===== config.mk =====
export PLATFORM = sky130hd
export DESIGN_NAME = add_1p_acc
export DESIGN_NICKNAME = d
export VERILOG_FILES = /design/src/rtl/add_1p_acc.sv
export SDC_FILE = /design/constraint.sdc
export NUM_CORES = 1
export LEC_CHECK = 0
export ABC_AREA = 1
export CAP_MARGIN = 40
export CORE_MARGIN = 2
export CORE_UTILIZATION = 41
export CTS_CLUSTER_DIAMETER = 200
export DETAILED_ROUTE_END_ITERATION = 6
export PLACE_DENSITY = 0.76
export SLEW_MARGIN = 20
export SYNTH_ARGS = -nofsm -noshare
export SYNTH_HDL_FRONTEND = slang
export SYNTH_SLANG_ARGS = --single-unit

===== constraint.sdc =====
create_clock -name clk -period 2.3 [get_ports clk]
set_input_delay 0.23 -clock clk [delete_from_list [all_inputs] [get_ports clk]]
set_output_delay 0.23 -clock clk [all_outputs]
set_load 0.01 [all_outputs]

===== src/rtl/add_1p_acc.sv =====
// add_1p_acc: integrate-and-dump accumulator for the add_1p sum stream.
// Sums N accepted samples into a widened accumulator and hands the block
// total downstream through a one-entry valid/ready output register.
module add_1p_acc #(
    parameter int unsigned WIDTH  = 15,
    parameter int unsigned N      = 16,
    parameter int unsigned CNTW   = 4,
    parameter int unsigned ACCW   = 19,
    parameter int unsigned SIGNED = 1
) (
    input  logic             clk,
    input  logic             reset_n,
    input  logic [WIDTH-1:0] din,
    input  logic             in_valid,
    output logic             in_ready,
    input  logic             clr,
    output logic [ACCW-1:0]  dout,
    output logic             out_valid,
    input  logic             out_ready,
    output logic [CNTW-1:0]  fill
);

    localparam int unsigned EXTW = ACCW - WIDTH;

    logic [ACCW-1:0] r_acc;
    logic [CNTW-1:0] r_cnt;
    logic [ACCW-1:0] r_dout;
    logic            r_out_valid;

    logic            w_sign;
    logic [ACCW-1:0] w_ext;
    logic [ACCW-1:0] w_sum;
    logic            w_last;
    logic            w_ready;
    logic            w_accept;

    // Sign- or zero-extend the incoming word to accumulator width.
    assign w_sign   = (SIGNED != 0) ? din[WIDTH-1] : 1'b0;
    assign w_ext    = {{EXTW{w_sign}}, din};
    assign w_sum    = r_acc + w_ext;
    assign w_last   = (r_cnt == CNTW'(N - 1));

    // Only the closing sample stalls, and only while an unconsumed result
    // would otherwise be overwritten; clr refuses input outright.
    assign w_ready  = ~clr & ~(w_last & r_out_valid & ~out_ready);
    assign w_accept = in_valid & w_ready;

    assign in_ready  = w_ready;
    assign dout      = r_dout;
    assign out_valid = r_out_valid;
    assign fill      = r_cnt;

    // Running block sum and sample counter.
    always_ff @(posedge clk or negedge reset_n) begin
        if (!reset_n) begin
            r_acc <= '0;
            r_cnt <= '0;
        end else if (clr) begin
            r_acc <= '0;
            r_cnt <= '0;
        end else if (w_accept) begin
            if (w_last) begin
                r_acc <= '0;
                r_cnt <= '0;
            end else begin
                r_acc <= w_sum;
                r_cnt <= r_cnt + CNTW'(1);
            end
        end
    end

    // Output register: completion loads a new total (even while the old
    // one is being consumed), otherwise a handshake empties the slot.
    always_ff @(posedge clk or negedge reset_n) begin
        if (!reset_n) begin
            r_dout      <= '0;
            r_out_valid <= 1'b0;
        end else if (w_accept && w_last) begin
            r_dout      <= w_sum;
            r_out_valid <= 1'b1;
        end else if (r_out_valid && out_ready) begin
            r_out_valid <= 1'b0;
        end
    end

endmodule


==> run_results.csv, run 1 <==
group,metric,value,unit
route,drtAntennaViolNets,0,
cells_and_area,drive_gt1_share,4.99,%
cts,clock_latency,0.30,ns
cts,htree_num_levels,2,
cts,post_cts_buffers,0,
sta,relSlewSlack,68.2,%
floorplanning,initial_core_util,42.8,%
cells_and_area,areaGrowthSynthToFinish,23.6,%
run_status,status,"complete, no violations",
cts,clock_path_buffers,2,
yosys,netlist_area,2730,sq um
global_routing,first_global_vias,2549,
pwr,power_density,685,nW/um^2
global_routing,antenna_found_initial,0,
cells_and_area,final_cells,498,
worst_hold_path,hold_path.class,"input pin to asynchronous set/reset pin",
global_routing,grt_start_max_net_pins,28,
route,avgRoutedWirePerCell,13.2,microns
sta,finClkSkew,0.00407,ns
cts,root_buffer,"clkbuf_8",
run,cap_violations,0,
yosys,postSynthAreaPerCell,7.35,sq um
setup_path,cpLargestDelayFamily,"buffers and inverters",
sta,final_max_slew_viol_count,0,
placement,gp_congestion,0.889,
yosys,synth.yosys.warnings,0,
cells_and_area,fillers,601,
cts,cts_resized,0,
sta,tightest_slew,0.475,ns
yosys,postSynthCellCount,372,
global_routing,grt_util_all_layers,19.5,%
setup_path,slowest_delay,0.58,ns
cells_and_area,seqCellArea,1080,sq um
sta,fmax,465,MHz
floorplanning,die_y,85.7,microns
route,drt_iter0_markers,253,
setup_path,critPathMaxFanout,5,
sta,fin_crit_sh,93.4,%
setup_path,path_cells,"ha_1 -> nand2_2 -> nor2_4 -> a31oi_4 -> clkdlybuf4s50_1",
sta,hold_viol_final,0,
global_routing,grt.overflow.total,0,
setup_path,cp-start-kind,"flip-flop",
cells_and_area,multi_input_area,1470,sq um
cts,path_clk_slew,0.08,ns
setup_path,crit_buf_inv,1,
cells_and_area,diodes,0,
setup_path,crit_arrival,1.92,ns
sta,setup_viol,0,
floorplanning,die_area,7340,sq um
floorplanning,rows,29,
cts,cts_tree,"yes",
setup_path,endpoint_kind,"output pin",
setup_path,worst_path_max_delay_cell,"clkdlybuf4s50_1",
yosys,synth-seq-area-share,39.4,%
pwr,ir_drop,0.000304,V
floorplanning,chipWidth,85.7,microns
yosys,synthDistinctLibCells,26,
floorplanning,core-area,6390,sq um
sta,finalSetupTns,0,ns
sta,period_needed,2.15,ns
sta,rsz0062_at_grt,"no",
route,wl,6560,microns
pwr,leakage,1.79,nW
yosys,syn_nets,412,
setup_path,critical_path_class,"flip-flop to output pin",
route,drc_errors,0,
route,drt_pre_antenna_iters,4,
yosys,ys_seq_elements,43,
placement,placed_cells,489,
floorplanning,ioPinCount,45,
route,vias,2532,
cells_and_area,fin_nets,460,
cts,clkSinkCount,43,
global_routing,grt_pass1_wl,11600,microns
setup_path,cp.required,2.07,ns
placement,io_buffers,44,
placement,hpwl,4940,microns
cts,cts_inserted_buffers,5,
route,via_per_inst,5.08,
sequential cells by signal, indices dropped and copies added, names as in the netlist:
| register | cells |
|---|---|
| dout | 19 |
| r_acc | 19 |
| fill | 4 |
| out_valid | 1 |
where the power goes:
part           internal (mW)  leakage, nW  switching [mW]
combinational          0.281         1.14           0.468
clock                  0.434       0.0654           0.268
sequential             0.820        0.583          0.0424
worst register-to-register path, stage by stage (launching register included):
cell	delay [ns]
dfrtp_1	0.39
ha_1	0.23
fa_1	0.43
nand2_1	0.08
inv_1	0.05
nand2_1	0.05
nand3_1	0.11
nand2_1	0.08
nand2_1	0.09
nand2_1	0.09
nand3b_1	0.10
nand3_1	0.11
nand2_1	0.06
cells by family (layout without fill, tap and decap cells):
| logic type | count (synthesis) | in the layout | share of synthesized area [%] |
|---|---|---|---|
| AOI/OAI and AO/OA | 41 | 41 | 8.42 |
| xor gates and xnor gates | 6 | 6 | 1.92 |
| adders and majority gates | 20 | 20 | 9.43 |
| buffers and inverters | 43 | 92 | 6.73 |
| DFF | 43 | 43 | 39.4 |
| and+or+nand+nor | 219 | 219 | 34.1 |
synthesized netlist by cell type:
cell type,instances,area (sq um)
buf_2,3,15.0
o21ai_1,1,5.00
inv_2,3,11.3
a21oi_1,18,90.1
xor2_1,3,26.3
nand3b_1,7,52.6
o22ai_1,1,6.26
nand3_4,1,17.5
and2_1,2,12.5
nand2_1,145,544
fa_1,1,20.0
o21ai_0,19,95.1
nand2_2,2,12.5
a31oi_4,1,21.3
nor2_1,20,75.1
dfrtp_1,43,1080
nor3_1,1,5.00
buf_4,1,7.51
o211ai_2,1,12.5
or2_2,2,12.5
nand3_1,38,190
xnor2_1,3,26.3
inv_1,34,128
ha_1,19,238
buf_6,2,22.5
nor2_4,1,11.3
per-layer routing:
| layer | wire [microns] | vias up | GRT usage (%) | part of all wire [%] |
|---|---|---|---|---|
| met2 | 3030 | 65 | 32.5 | 46 |
| met1 | 3060 | 1166 | 26.8 | 47 |
| met5 | 0 | - | 0 | 0 |
| met4 | 80 | 0 | 4.62 | 1.2 |
| met3 | 392 | 9 | 3.18 | 6.0 |
| li1 | - | 1292 | - | - |
worst paths after layout:
path	startpoint	endpoint	slack (ns)	depth (start not counted)
max	fill[0]	in_ready	0.15	5
min	reset_n	fill[3]	0.40	2
max reg2reg	r_acc[0]	r_acc[16]	0.32	12
min reg2reg	dout[11]	dout[11]	0.49	2
max in group asynchronous	reset_n	dout[9]	1.22	3
min in group clk	dout[11]	dout[11]	0.49	2
stage by stage:
stage	util (%)	power [mW]	worst slack [ns]	area, sq um	hold slack (ns)
after CTS	52.9	2.32	0.147	3380	0.401
after global routing	52.9	2.49	0.0277	3380	0.444
final	52.9	2.31	0.152	3380	0.395
after floorplan	-	1.42	0.527	2730	-0.0656
after global placement	50.7	1.60	0.107	3240	0.170
after detailed placement	50.7	1.61	0.0642	3240	0.175
repair_timing:
item / 4_1_cts / 5_1_grt
hold endpoints to repair: 16 / 0
hold buffers: 1 / 0
endpoints found under the setup margin: 0 / 0
layout make-up:
type                       count  share of cell area, %
tap                           77                   2.85
timing repair buffer          47                   13.6
clock inverter                 2                   1.78
sequential                    43                   31.9
multi-input combinational    286                   43.6
clock buffer                   6                   2.15
inverter                      37                   4.11
placed cells by master (no fill, tap or decap), drive strengths merged, types with 3 or more instances in the layout:
cell / instances
nor2: 21
ha: 19
nand2: 147
clkbuf: 6
nand3b: 7
clkdlybuf4s50: 43
buf: 3
inv: 37
xor2: 3
xnor2: 3
nand3: 39
a21oi: 18
o21ai: 20
dfrtp: 43
Note: power is estimated with default switching activity, not from simulation.
==> run 2: changes to the inputs <==
ABC_AREA = default   (was 1)
==> run 2 against run 1 <==
The run now ends with setup timing left. First-iteration DRC count fell by 67%. Routed wire length fell by 3.2%. Sequential cell count did not move. Highest routed layer unchanged. Non-clock buffer count rose by 48. Register-to-register slack got worse by 0.46 ns. Combinational power rose by 29%. Via count fell by 10%. Synthesized area fell by 3.2%. Hold slack improved by 0.057 ns. Synthesized cell count fell by 32%. Core utilization rose by 4.9 points.
==> run_results.csv, run 2 <==
group,metric,value,unit
setup_path,crit_arrival,2.62,ns
cts,root_buffer,"clkbuf_8",
cells_and_area,areaGrowthSynthToFinish,37.9,%
yosys,netlist_area,2650,sq um
setup_path,critical_path_class,"flip-flop to flip-flop",
cts,htree_num_levels,2,
cts,cts_inserted_buffers,5,
sta,finalSetupTns,-0.501,ns
yosys,synth_common_cells,"43 x dfrtp_1, 23 x a21oi_1, 19 x ha_1",
yosys,synth_top_area_share,40.6,%
route,drt_pre_antenna_iters,4,
floorplanning,initial_core_util,41.9,%
route,drc_errors,0,
cells_and_area,fin_area,3650,sq um
floorplanning,die_y,84.4,microns
sta,hold_viol_final,0,
global_routing,grt.busiest_layer,"met2",
floorplanning,die_area,7120,sq um
cells_and_area,final_cell_mix,"50 x buf_4, 43 x dfrtp_1, 43 x clkdlybuf4s50_1, 20 x a21oi_1, 18 x ha_1",
placement,pre_cts_slack,-0.518,ns
route,vias,2273,
route,drt_iter0_markers,83,
global_routing,antenna_found_initial,0,
run,cap_violations,0,
route,avgRoutedWirePerCell,15.0,microns
yosys,synth.most_common_cell,"dfrtp_1",
setup_path,critPathMaxFanout,3,
setup_path,cp-startpoint,"r_acc[0]",
pwr,leakage,1.73,nW
cells_and_area,fillers,549,
sta,period_needed,2.44,ns
placement,gp_congestion,0.888,
pwr,ir_drop,0.000367,V
route,via_per_inst,5.36,
placement,io_buffers,44,
sta,rsz0062_at_grt,"yes",
yosys,syn_nets,294,
placement,postPlaceCellArea,3520,sq um
placement,placed_cells,415,
cells_and_area,diodes,0,
run_status,violations,"setup timing",
cells_and_area,final_util,57.8,%
setup_path,r2r_end,"r_acc[18]",
cts,post_cts_buffers,0,
cts,clock_path_buffers,2,
placement,hpwl,4850,microns
cells_and_area,final_cells,424,
yosys,postSynthAreaPerCell,10.4,sq um
sta,relSlewSlack,63.6,%
setup_path,r2r_slack,-0.14,ns
sta,final_max_slew_viol_count,0,
setup_path,endpoint_kind,"flip-flop",
yosys,synth_edf_count,0,
pwr,power_density,641,nW/um^2
cells_and_area,fin_nets,386,
cells_and_area,final_common_cell,"buf_4",
sta,fmax,410,MHz
global_routing,use_met1,24.7,%
sta,setup_slack,-0.137,ns
yosys,synth.top_cells.by_area,"dfrtp_1 41%, ha_1 9.0%, mux2_2 6.8%, a22o_1 5.3%, a21oi_1 4.3%",
cells_and_area,drive_gt1_share,26.8,%
setup_path,cp-start-kind,"flip-flop",
global_routing,grt_start_max_net_pins,24,
cts,clkSinkCount,43,
floorplanning,core-area,6310,sq um
yosys,ys_seq_elements,43,
global_routing,grtUsageMet2,32.9,%
route,drtAntennaViolNets,0,
yosys,postSynthCellCount,254,
yosys,synthArstFlopShare,100,%
yosys,synth.yosys.warnings,0,
global_routing,grt_util_all_layers,18.8,%
sta,fin_crit_sh,106,%
yosys,synth-seq-area-share,40.6,%
yosys,post-synth-top-area-cell,"dfrtp_1",
setup_path,r2r-start,"r_acc[0]",
cts,cts_tree,"yes",
sta,finClkSkew,0.00650,ns
floorplanning,chipWidth,84.4,microns
run_status,status,"finished with violations",
global_routing,grt_pass1_wl,11000,microns
floorplanning,ioPinCount,45,
yosys,synthDistinctLibCells,48,
sta,tightest_slew,0.546,ns
global_routing,first_global_vias,2369,
floorplanning,rows,29,
setup_path,cp.required,2.49,ns
route,wl,6360,microns
setup_path,reg2reg_depth,9,
global_routing,grt.overflow.total,0,
global_routing,grt_use_met3,2.75,%
cts,clock_latency,0.29,ns
sta,setup_viol,10,
cts,path_clk_slew,0.08,ns
worst_hold_path,hold_path.class,"input pin to asynchronous set/reset pin",
yosys,synthFlopType,"dfrtp_1",
## run 2: changes by cell type after synthesis, sizes merged, moves of 9 or more
cell	change
xnor2	+9
inv	-32
a22o	+16
mux2	+16
nand2	-130
nand3	-33
## run 2: how the worst max path moves through the flow
stage / to / slack, ns / cells after the start
finish: r_acc[18] / -0.14 / 9
global route: r_acc[18] / -0.22 / 9
CTS: r_acc[18] / -0.14 / 9
detailed placement: r_acc[18] / -0.52 / 10
global placement: r_acc[18] / -0.47 / 10
floorplan: r_acc[18] / -0.12 / 9
## run 2: repair_timing
action | in CTS | in global routing
hold buffers | 1 | 0
resized for setup | 4 | 4
endpoints found under the hold margin | 22 | 0
pin swaps | 5 | 1
endpoints found under the setup margin | 15 | 20
## run 2: stage by stage
stage | hold slack [ns] | total power [mW]
final | 0.452 | 2.34
after global routing | 0.504 | 2.49
after detailed placement | 0.241 | 1.82
after global placement | 0.243 | 1.81
after floorplan | -0.0656 | 1.44
after CTS | 0.464 | 2.35
## run 2: critical path: stages (launching register included)
cell	delay [ns]
dfrtp_1	0.40
ha_2	0.19
fa_2	0.36
a211o_4	0.36
a211oi_4	0.24
o41ai_4	0.10
nor4b_2	0.26
a311oi_2	0.09
nor3b_1	0.17
a21o_1	0.15
## run 2: cells by family after synthesis
kind of cell	Yosys count	share of synthesized area (%)
AOI/OAI and AO/OA	79	21.1
and+or+nand+nor	62	12.3
DFF	43	40.6
adders and majority gates	20	9.74
muxes	19	7.94
xor gates and xnor gates	16	5.29
buffers and inverters	15	2.98
## run 2: where the power goes
group	internal, mW	switching (mW)	total (mW)
registers	0.822	0.0447	0.867
logic	0.502	0.466	0.968
clock network	0.246	0.257	0.503
## run 2: metal layers
layer | wire length (microns) | vias up
li1 | - | 1120
met1 | 2960 | 1098
met2 | 3140 | 51
met3 | 218 | 4
met4 | 36 | 0
met5 | 0 | -
## run 2: final cells by class
cell class	count	area [sq um]	area share, %
Multi-Input combinational cell	196	1540	42.3
Sequential cell	43	1080	29.5
Timing Repair Buffer	95	821	22.5
Tap cell	77	96.3	2.64
Clock buffer	7	86.3	2.37
Inverter	5	18.8	0.514
Clock inverter	1	8.76	0.240
